--- config.mk ---
export PLATFORM = sky130hd
export DESIGN_NAME = lfsr_bcd_gen
export DESIGN_NICKNAME = d
export VERILOG_FILES = /design/src/rtl/lfsr_bcd_gen.sv
export SDC_FILE = /design/constraint.sdc
export NUM_CORES = 1
export LEC_CHECK = 0
export CAP_MARGIN = 15
export CELL_PAD_IN_SITES_DETAIL_PLACEMENT = 2
export CELL_PAD_IN_SITES_GLOBAL_PLACEMENT = 2
export CORE_MARGIN = 5
export CORE_UTILIZATION = 41
export DETAILED_ROUTE_END_ITERATION = 6
export MAX_ROUTING_LAYER = met4
export PLACE_DENSITY_LB_ADDON = 0.05
export SYNTH_ARGS = -nofsm -noshare
export SYNTH_HDL_FRONTEND = slang
export SYNTH_SLANG_ARGS = --single-unit
--- constraint.sdc ---
create_clock -name clk -period 5.95 [get_ports clk]
set_clock_uncertainty 0.15 [all_clocks]
set_input_delay 1.19 -clock clk [delete_from_list [all_inputs] [get_ports clk]]
set_output_delay 1.19 -clock clk [all_outputs]
set_load 0.1 [all_outputs]
--- src/rtl/lfsr_bcd_gen.sv ---
// Pseudo-random source: Fibonacci LFSR advanced by a synchronised key edge or a
// free-running prescaler, with a sequential double-dabble BCD converter behind it.
module lfsr_bcd_gen #(
  parameter int unsigned WIDTH  = 7,
  parameter int unsigned TAPS   = 'b1100000,
  parameter int unsigned SEED   = 1,
  parameter int unsigned DIGITS = 5,
  parameter int unsigned RATE   = 25000000
) (
  input  logic                  clk,
  input  logic                  rst_n,
  input  logic                  step,
  input  logic                  run,
  input  logic                  load,
  input  logic [WIDTH-1:0]      seed_in,
  output logic [WIDTH-1:0]      lfsr_q,
  output logic [4*DIGITS-1:0]   bcd,
  output logic                  bcd_valid,
  output logic                  busy
);

  localparam int unsigned BW = 4 * DIGITS;
  localparam int unsigned PW = $clog2(RATE);
  localparam int unsigned CW = $clog2(WIDTH + 1);
  localparam logic [WIDTH-1:0] TAP_MASK = WIDTH'(TAPS);
  localparam logic [WIDTH-1:0] SEED_W   = WIDTH'(SEED);
  localparam logic [PW-1:0]    PRE_LAST = PW'(RATE - 1);
  localparam logic [CW-1:0]    CNT_LAST = CW'(WIDTH - 1);

  localparam logic [1:0] S_IDLE  = 2'd0;
  localparam logic [1:0] S_SHIFT = 2'd1;
  localparam logic [1:0] S_DONE  = 2'd2;

  logic             sync1_q, sync2_q, prev_q;
  logic [PW-1:0]    pre_q, pre_d;
  logic [WIDTH-1:0] lfsr_d;
  logic             pending_q, pending_d;
  logic [1:0]       state_q, state_d;
  logic [CW-1:0]    cnt_q, cnt_d;
  logic [WIDTH-1:0] shreg_q, shreg_d;
  logic [BW-1:0]    scratch_q, scratch_d;
  logic [BW-1:0]    bcd_q, bcd_d;
  logic             bcd_valid_q, bcd_valid_d;
  logic             busy_q, busy_d;
  logic             step_evt;
  logic             fb;
  logic [BW-1:0]    adj;

  // Event source: prescaler wrap in free-run, otherwise rising edge of the synchronised key.
  always_comb begin
    step_evt = run ? (pre_q == PRE_LAST) : (sync2_q & ~prev_q);
    pre_d    = (run && (pre_q != PRE_LAST)) ? pre_q + 1'b1 : '0;
  end

  always_comb begin
    fb     = ^(lfsr_q & TAP_MASK);
    lfsr_d = lfsr_q;
    if (load) begin
      lfsr_d = (seed_in == '0) ? SEED_W : seed_in;
    end else if (step_evt) begin
      lfsr_d = {lfsr_q[WIDTH-2:0], fb};
    end else if (lfsr_q == '0) begin
      lfsr_d = SEED_W;
    end
  end

  always_comb begin
    adj = '0;
    for (int unsigned i = 0; i < DIGITS; i++) begin
      adj[4*i +: 4] = scratch_q[4*i +: 4] +
                      ((scratch_q[4*i +: 4] >= 4'd5) ? 4'd3 : 4'd0);
    end
  end

  always_comb begin
    state_d     = state_q;
    cnt_d       = cnt_q;
    shreg_d     = shreg_q;
    scratch_d   = scratch_q;
    bcd_d       = bcd_q;
    bcd_valid_d = 1'b0;
    busy_d      = busy_q;
    pending_d   = pending_q;
    case (state_q)
      S_IDLE: begin
        if (pending_q) begin
          shreg_d   = lfsr_q;
          scratch_d = '0;
          pending_d = 1'b0;
          busy_d    = 1'b1;
          cnt_d     = '0;
          state_d   = S_SHIFT;
        end
      end
      S_SHIFT: begin
        scratch_d = {adj[BW-2:0], shreg_q[WIDTH-1]};
        shreg_d   = {shreg_q[WIDTH-2:0], 1'b0};
        cnt_d     = cnt_q + 1'b1;
        if (cnt_q == CNT_LAST) begin
          state_d = S_DONE;
        end
      end
      S_DONE: begin
        bcd_d       = scratch_q;
        bcd_valid_d = 1'b1;
        busy_d      = 1'b0;
        state_d     = S_IDLE;
      end
      default: begin
        busy_d  = 1'b0;
        state_d = S_IDLE;
      end
    endcase
    // A change in this same cycle must survive the IDLE capture clearing pending.
    if (lfsr_d != lfsr_q) begin
      pending_d = 1'b1;
    end
  end

  always_ff @(posedge clk or negedge rst_n) begin
    if (!rst_n) begin
      sync1_q     <= 1'b0;
      sync2_q     <= 1'b0;
      prev_q      <= 1'b0;
      pre_q       <= '0;
      lfsr_q      <= SEED_W;
      pending_q   <= 1'b1;
      state_q     <= S_IDLE;
      cnt_q       <= '0;
      shreg_q     <= '0;
      scratch_q   <= '0;
      bcd_q       <= '0;
      bcd_valid_q <= 1'b0;
      busy_q      <= 1'b0;
    end else begin
      sync1_q     <= step;
      sync2_q     <= sync1_q;
      prev_q      <= sync2_q;
      pre_q       <= pre_d;
      lfsr_q      <= lfsr_d;
      pending_q   <= pending_d;
      state_q     <= state_d;
      cnt_q       <= cnt_d;
      shreg_q     <= shreg_d;
      scratch_q   <= scratch_d;
      bcd_q       <= bcd_d;
      bcd_valid_q <= bcd_valid_d;
      busy_q      <= busy_d;
    end
  end

  assign bcd       = bcd_q;
  assign bcd_valid = bcd_valid_q;
  assign busy      = busy_q;

endmodule

**Word level (Yosys, flattened, before mapping)**

Index checks and enable logic that the tools add are counted.

- Memories kept: 0
- Latch bits: 0
- Output and inout port bits: 29
- Bits in read-only memories: 0
- RAM bits: 0
- Logic and storage cells: 71
- Register bits: 90

- Muxes and demuxes: 25
- Bitwise gates (word level): 3
- $add $sub $neg: 7
- Shifts and indexed selects: 0
- Eq/ne operators: 8
- $lt $le $gt $ge: 5
- Div/mod/pow operators: 0
- $mul: 0
- Reductions and logical operators: 10

Operator list:

| kind | number |
|---|---|
| case mux 20 bit (2 select lines) | 1 |
| 2-to-1 mux 7 bit | 5 |
| adder 25 x 1 -> 25 bit (second input constant) | 1 |
| == test 25 bit (second input constant) | 1 |
| 2-to-1 mux 25 bit | 1 |
| != test 25 bit (second input constant) | 1 |
| greater-or-equal comparator 4 x 3 -> 1 bit (second input constant) | 5 |
| 2-to-1 mux 20 bit | 1 |
| adder 4 x 2 -> 4 bit | 4 |
| zero test 7 bit | 2 |
| 2-to-1 mux 2 bit | 7 |
| case mux 7 bit (2 select lines) | 1 |
| != test 7 bit | 1 |
| parity 7 bit | 1 |
| case mux 3 bit (2 select lines) | 1 |
| AND reduction 2 bit | 3 |
| 2-to-1 mux 1 bit | 5 |
| != test 2 bit (second input constant) | 2 |
| case mux 2 bit (2 select lines) | 1 |
| nonzero test 2 bit | 2 |
| adder 3 x 1 -> 3 bit (second input constant) | 1 |
| adder 3 x 2 -> 3 bit | 1 |
| == test 3 bit (second input constant) | 1 |
| 2-to-1 mux 3 bit | 1 |
| 7 further kinds | 8 |

**Logic depth before layout (Yosys ltp)**

- Word-level depth: 7
- Depth in mapped cells: 7
- Depth with buffers taken out: 7

**Least setup slack after synthesis**

No wires, ideal clock.

- Kind: input to register
- From: input port run
- To: register lfsr_q[5]
- Path buffers: 0
- Library setup time: 125 ps
- Arrival time: 2,414 ps
- Path slack: 3,261 ps
- Stages: 4
- Cells stage by stage: inv_1 o41ai_4 mux2_2 mux2_2

- Longest elaborated chain between the ends: 3

Ends and longest elaborated chain:

| element | RTL line | RTL |
|---|---|---|
| from (decl) | 13 | `input logic run,` |
| 2-to-1 mux 1 bit | 51 | `step_evt = run ? (pre_q == PRE_LAST) : (sync2_q & ~prev_q);` |
| 2-to-1 mux 7 bit | 60 | `end else if (step_evt) begin` |
| 2-to-1 mux 7 bit | 58 | `if (load) begin` |
| via lfsr_d[5] | 36 | `logic [WIDTH-1:0] lfsr_d;` |
| to (signal assigned) | 140 | `lfsr_q <= lfsr_d;` |
| to (decl) | 16 | `output logic [WIDTH-1:0] lfsr_q,` |

The timed path passes the listed nets, and every way through them passes these cells.
A chain may end at the register's enable or synchronous reset.

**Final worst setup path**

- From: register lfsr_q[0]
- To: output port lfsr_q[0]

No word-level cell between the ends.

==> impl_metrics.toml <==
[setup_path]
worst_path_max_delay_cell = "clkdlybuf4s50_1"
timing_worst_setup_path_type = "reg2out"
cpPeakStageDelay_ns = 1.16
crit_cells = 1
worstPathArrival_ns = 2.16
worstReg2RegStart = "pre_q[8]$_DFF_PN0_"
endpoint_kind = "primary output"
cp-start-kind = "register"
reg2reg_to = "lfsr_q[4]$_DFF_PN0_"
path_delay_family = "buffers and inverters"
required_ns = 4.61
cp_num_buf_inv = 1
r2r_cells = 5
r2r_slack_ns = 3.36
path_cells = "clkdlybuf4s50_1"
path_max_fanout = 10

[synth]
synth.avg_cell_area_um2 = 11.16
syn_inst = 394
ys.flop_type = "dfrtp_1"
yosysSeqAreaShare = 0.5128
ys_ff_latch = 90
synth-warning-count = 0
yosysUniqueCellTypes = 43
synthesis.nets = 423
syn_area_um2 = 4397
synth_edf_count = 0
async_flop_share = 1.000

[global_routing]
grt_pass1_vias = 3405
grt-ovfl-total = 0
antenna_found_initial = 0
track_usage = 0.1741
grt_first_pass_wirelength_um = 17410
grt_max_degree = 47

[timing]
rsz0062_at_grt = "no"
tns_ns = 0
slew_headroom = 0.2986
fin_crit_sh = 0.5879
period_minus_slack_ns = 3.498
worst_pin_slew_ns = 1.052
hold_viol_final = 0
finalSetupViolCount = 0
fmax_mhz = 285.9
drv_slew = 0

[pwr]
p_leak_uw = 0.002181
power.density_nw_per_um2 = 530.7
p_comb_frac = 0.486
power_frac_clock = 0.157
p_sw_uw = 1248
power_frac_seq = 0.357
swShare = 0.4585
irDropWorstVdd_mv = 0.2865
cell_internal_pwr_uw = 1474

[clocking]
clock_latency_ns = 0.36
cts_hold_buf = 0
cts_tree = "built"
clock-sinks = 90
cts_root_buf = "clkbuf_8"
htreeDepth = 3
clk_path_buf_depth = 2
cts_buffers = 9
post_cts.repair.setup_buffers = 0
clkSlewWorstSetupHoldPaths_ns = 0.09
cts_resized = 0

[job]
drv_cap = 0

[floorplan]
io_pins = 41
die-area_um2 = 12890
fp.dieH_um = 113.6
initial_core_util = 0.4240
design.core.area_um2 = 10370
num_rows = 37
die_w_um = 113.6

[run_status]
status = "completed"

[hold_path]
holdPathEnd = "sync2_q$_DFF_PN0_"
min-delay-start = "sync1_q$_DFF_PN0_"
worstHoldPathType = "reg2reg"
hold_depth = 0

[routing]
dr.pass1.iters = 4
wl_per_cell_um = 17.78
highest_layer = "met4"
postRouteAntennaNets = 0
wl_met3_um = 207
via_per_inst = 5.429
first_iter_violations = 142
dr_total_vias = 3100
met1_length_um = 4719
drc = 0
met2_length_um = 5065
drt_wl_total_um = 10150

[layout]
design_area_um2 = 5130
drive_above_1_share = 0.1356
area_growth_pct = 16.68
nNetsFinal = 459
diodes = 0

[placed_design]
dpl_cell_area_um2 = 4933
globalplace.congestion = 0.6962
dp.final_hpwl_um = 7166
numPortBuffers = 40
per-layer routing:
layer	track usage	vias up
li1	-	1446
met1	0.2216	1612
met2	0.2862	31
met3	0.02387	11
met4	0.06010	0
met5	-	-
cells in the mapped netlist (5+ instances only):
master     n  area share
nor4_1     5      0.0071
mux2i_1    5       0.011
nand3_1   11       0.013
a22o_1    11       0.022
nor3_1    10       0.011
inv_1     10      0.0085
ha_1      12       0.034
nand2b_1   9       0.013
clkbuf_1  14       0.012
nand4_1    7       0.010
fa_1       5       0.023
nor2b_1    7       0.010
mux2_2    32       0.082
a21oi_1   10       0.011
o21ai_0   30       0.034
xnor2_1   26       0.052
nor2_1    30       0.026
dfrtp_1   88        0.50
nand2_1   28       0.024
xor2_1    11       0.022
layout by cell type, fill, tap and decap left out, drive strengths merged, types with 2 or more instances in the layout:
| cell | Yosys | final |
|---|---|---|
| nor3 | 10 | 10 |
| dfrtp | 88 | 88 |
| a22o | 11 | 11 |
| a21oi | 10 | 10 |
| nor2b | 7 | 7 |
| nor4 | 5 | 5 |
| xnor2 | 26 | 26 |
| inv | 10 | 10 |
| fa | 5 | 5 |
| and4 | 3 | 3 |
| or3 | 3 | 3 |
| o21ai | 31 | 31 |
| and3 | 3 | 3 |
| o31ai | 2 | 2 |
| mux2i | 5 | 5 |
| clkinv | 0 | 2 |
| xor2 | 11 | 11 |
| nand3 | 12 | 12 |
| nand2b | 9 | 9 |
| clkdlybuf4s50 | 0 | 39 |
| a211oi | 2 | 2 |
| nand4 | 8 | 8 |
| clkbuf | 15 | 12 |
| nand2 | 28 | 28 |
| ha | 12 | 12 |
| nor2 | 30 | 30 |
| buf | 3 | 4 |
| dfstp | 2 | 2 |
| mux2 | 32 | 32 |
layout make-up:
type | count | area [um2]
clock buffer | 12 | 145.1
clock inverter | 4 | 51.30
fill | 1079 | 5240
inverter | 10 | 37.54
multi-input combinational | 276 | 2051
sequential | 90 | 2255
tap | 136 | 170.2
timing repair buffer | 43 | 420.4
per-stage QoR:
stage / worst slack, ns / std cells / util / power, uW / hold WS (ns)
detailed placement: 2.432 / 555 / 0.4757 / 2329 / 0.1998
global route: 2.382 / 571 / 0.4947 / 2923 / 0.2238
finish: 2.452 / 571 / 0.4947 / 2722 / 0.2129
CTS: 2.426 / 571 / 0.4947 / 2765 / 0.2204
floorplan: 3.261 / 394 / - / 1965 / 0.1812
global placement: 2.512 / 555 / 0.4757 / 2256 / 0.1842
worst max-delay path by stage:
stage | start | endpoint | slack, ns
2_1_floorplan | run | lfsr_q[5]$_DFF_PN0_ | 3.26
3_3_place_gp | run | lfsr_q[6]$_DFF_PN0_ | 2.51
3_5_place_dp | run | lfsr_q[4]$_DFF_PN0_ | 2.43
4_1_cts | lfsr_q[0]$_DFF_PN1_ | lfsr_q[0] | 2.43
5_1_grt | lfsr_q[0]$_DFF_PN1_ | lfsr_q[0] | 2.38
6_report | lfsr_q[0]$_DFF_PN1_ | lfsr_q[0] | 2.45
power groups by stage:
stage               combinational (uW)  sequential [uW]  clock (uW)
global placement                  1280              973           0
CTS                               1350              977         441
detailed placement                1340              986           0
finish                            1320              973         427
floorplan                          579             1390           0
global route                      1450             1010         472
state kept, by name (all words and copies together), names as in the netlist:
signal,cells
pre_q,25
lfsr_q,7
bcd_valid,1
scratch_q,20
pending_q,1
sync2_q,1
sync1_q,1
state_q,2
busy,1
prev_q,1
bcd,20
cnt_q,3
shreg_q,7
kinds of logic after synthesis:
kind of cell	synth area share
compound gates	0.09135
xor+xnor	0.07370
fa+ha+maj	0.05692
buf+inv	0.02476
flops	0.5128
mux	0.09334
simple gates	0.1471
Note: power is estimated with default switching activity, not from simulation.
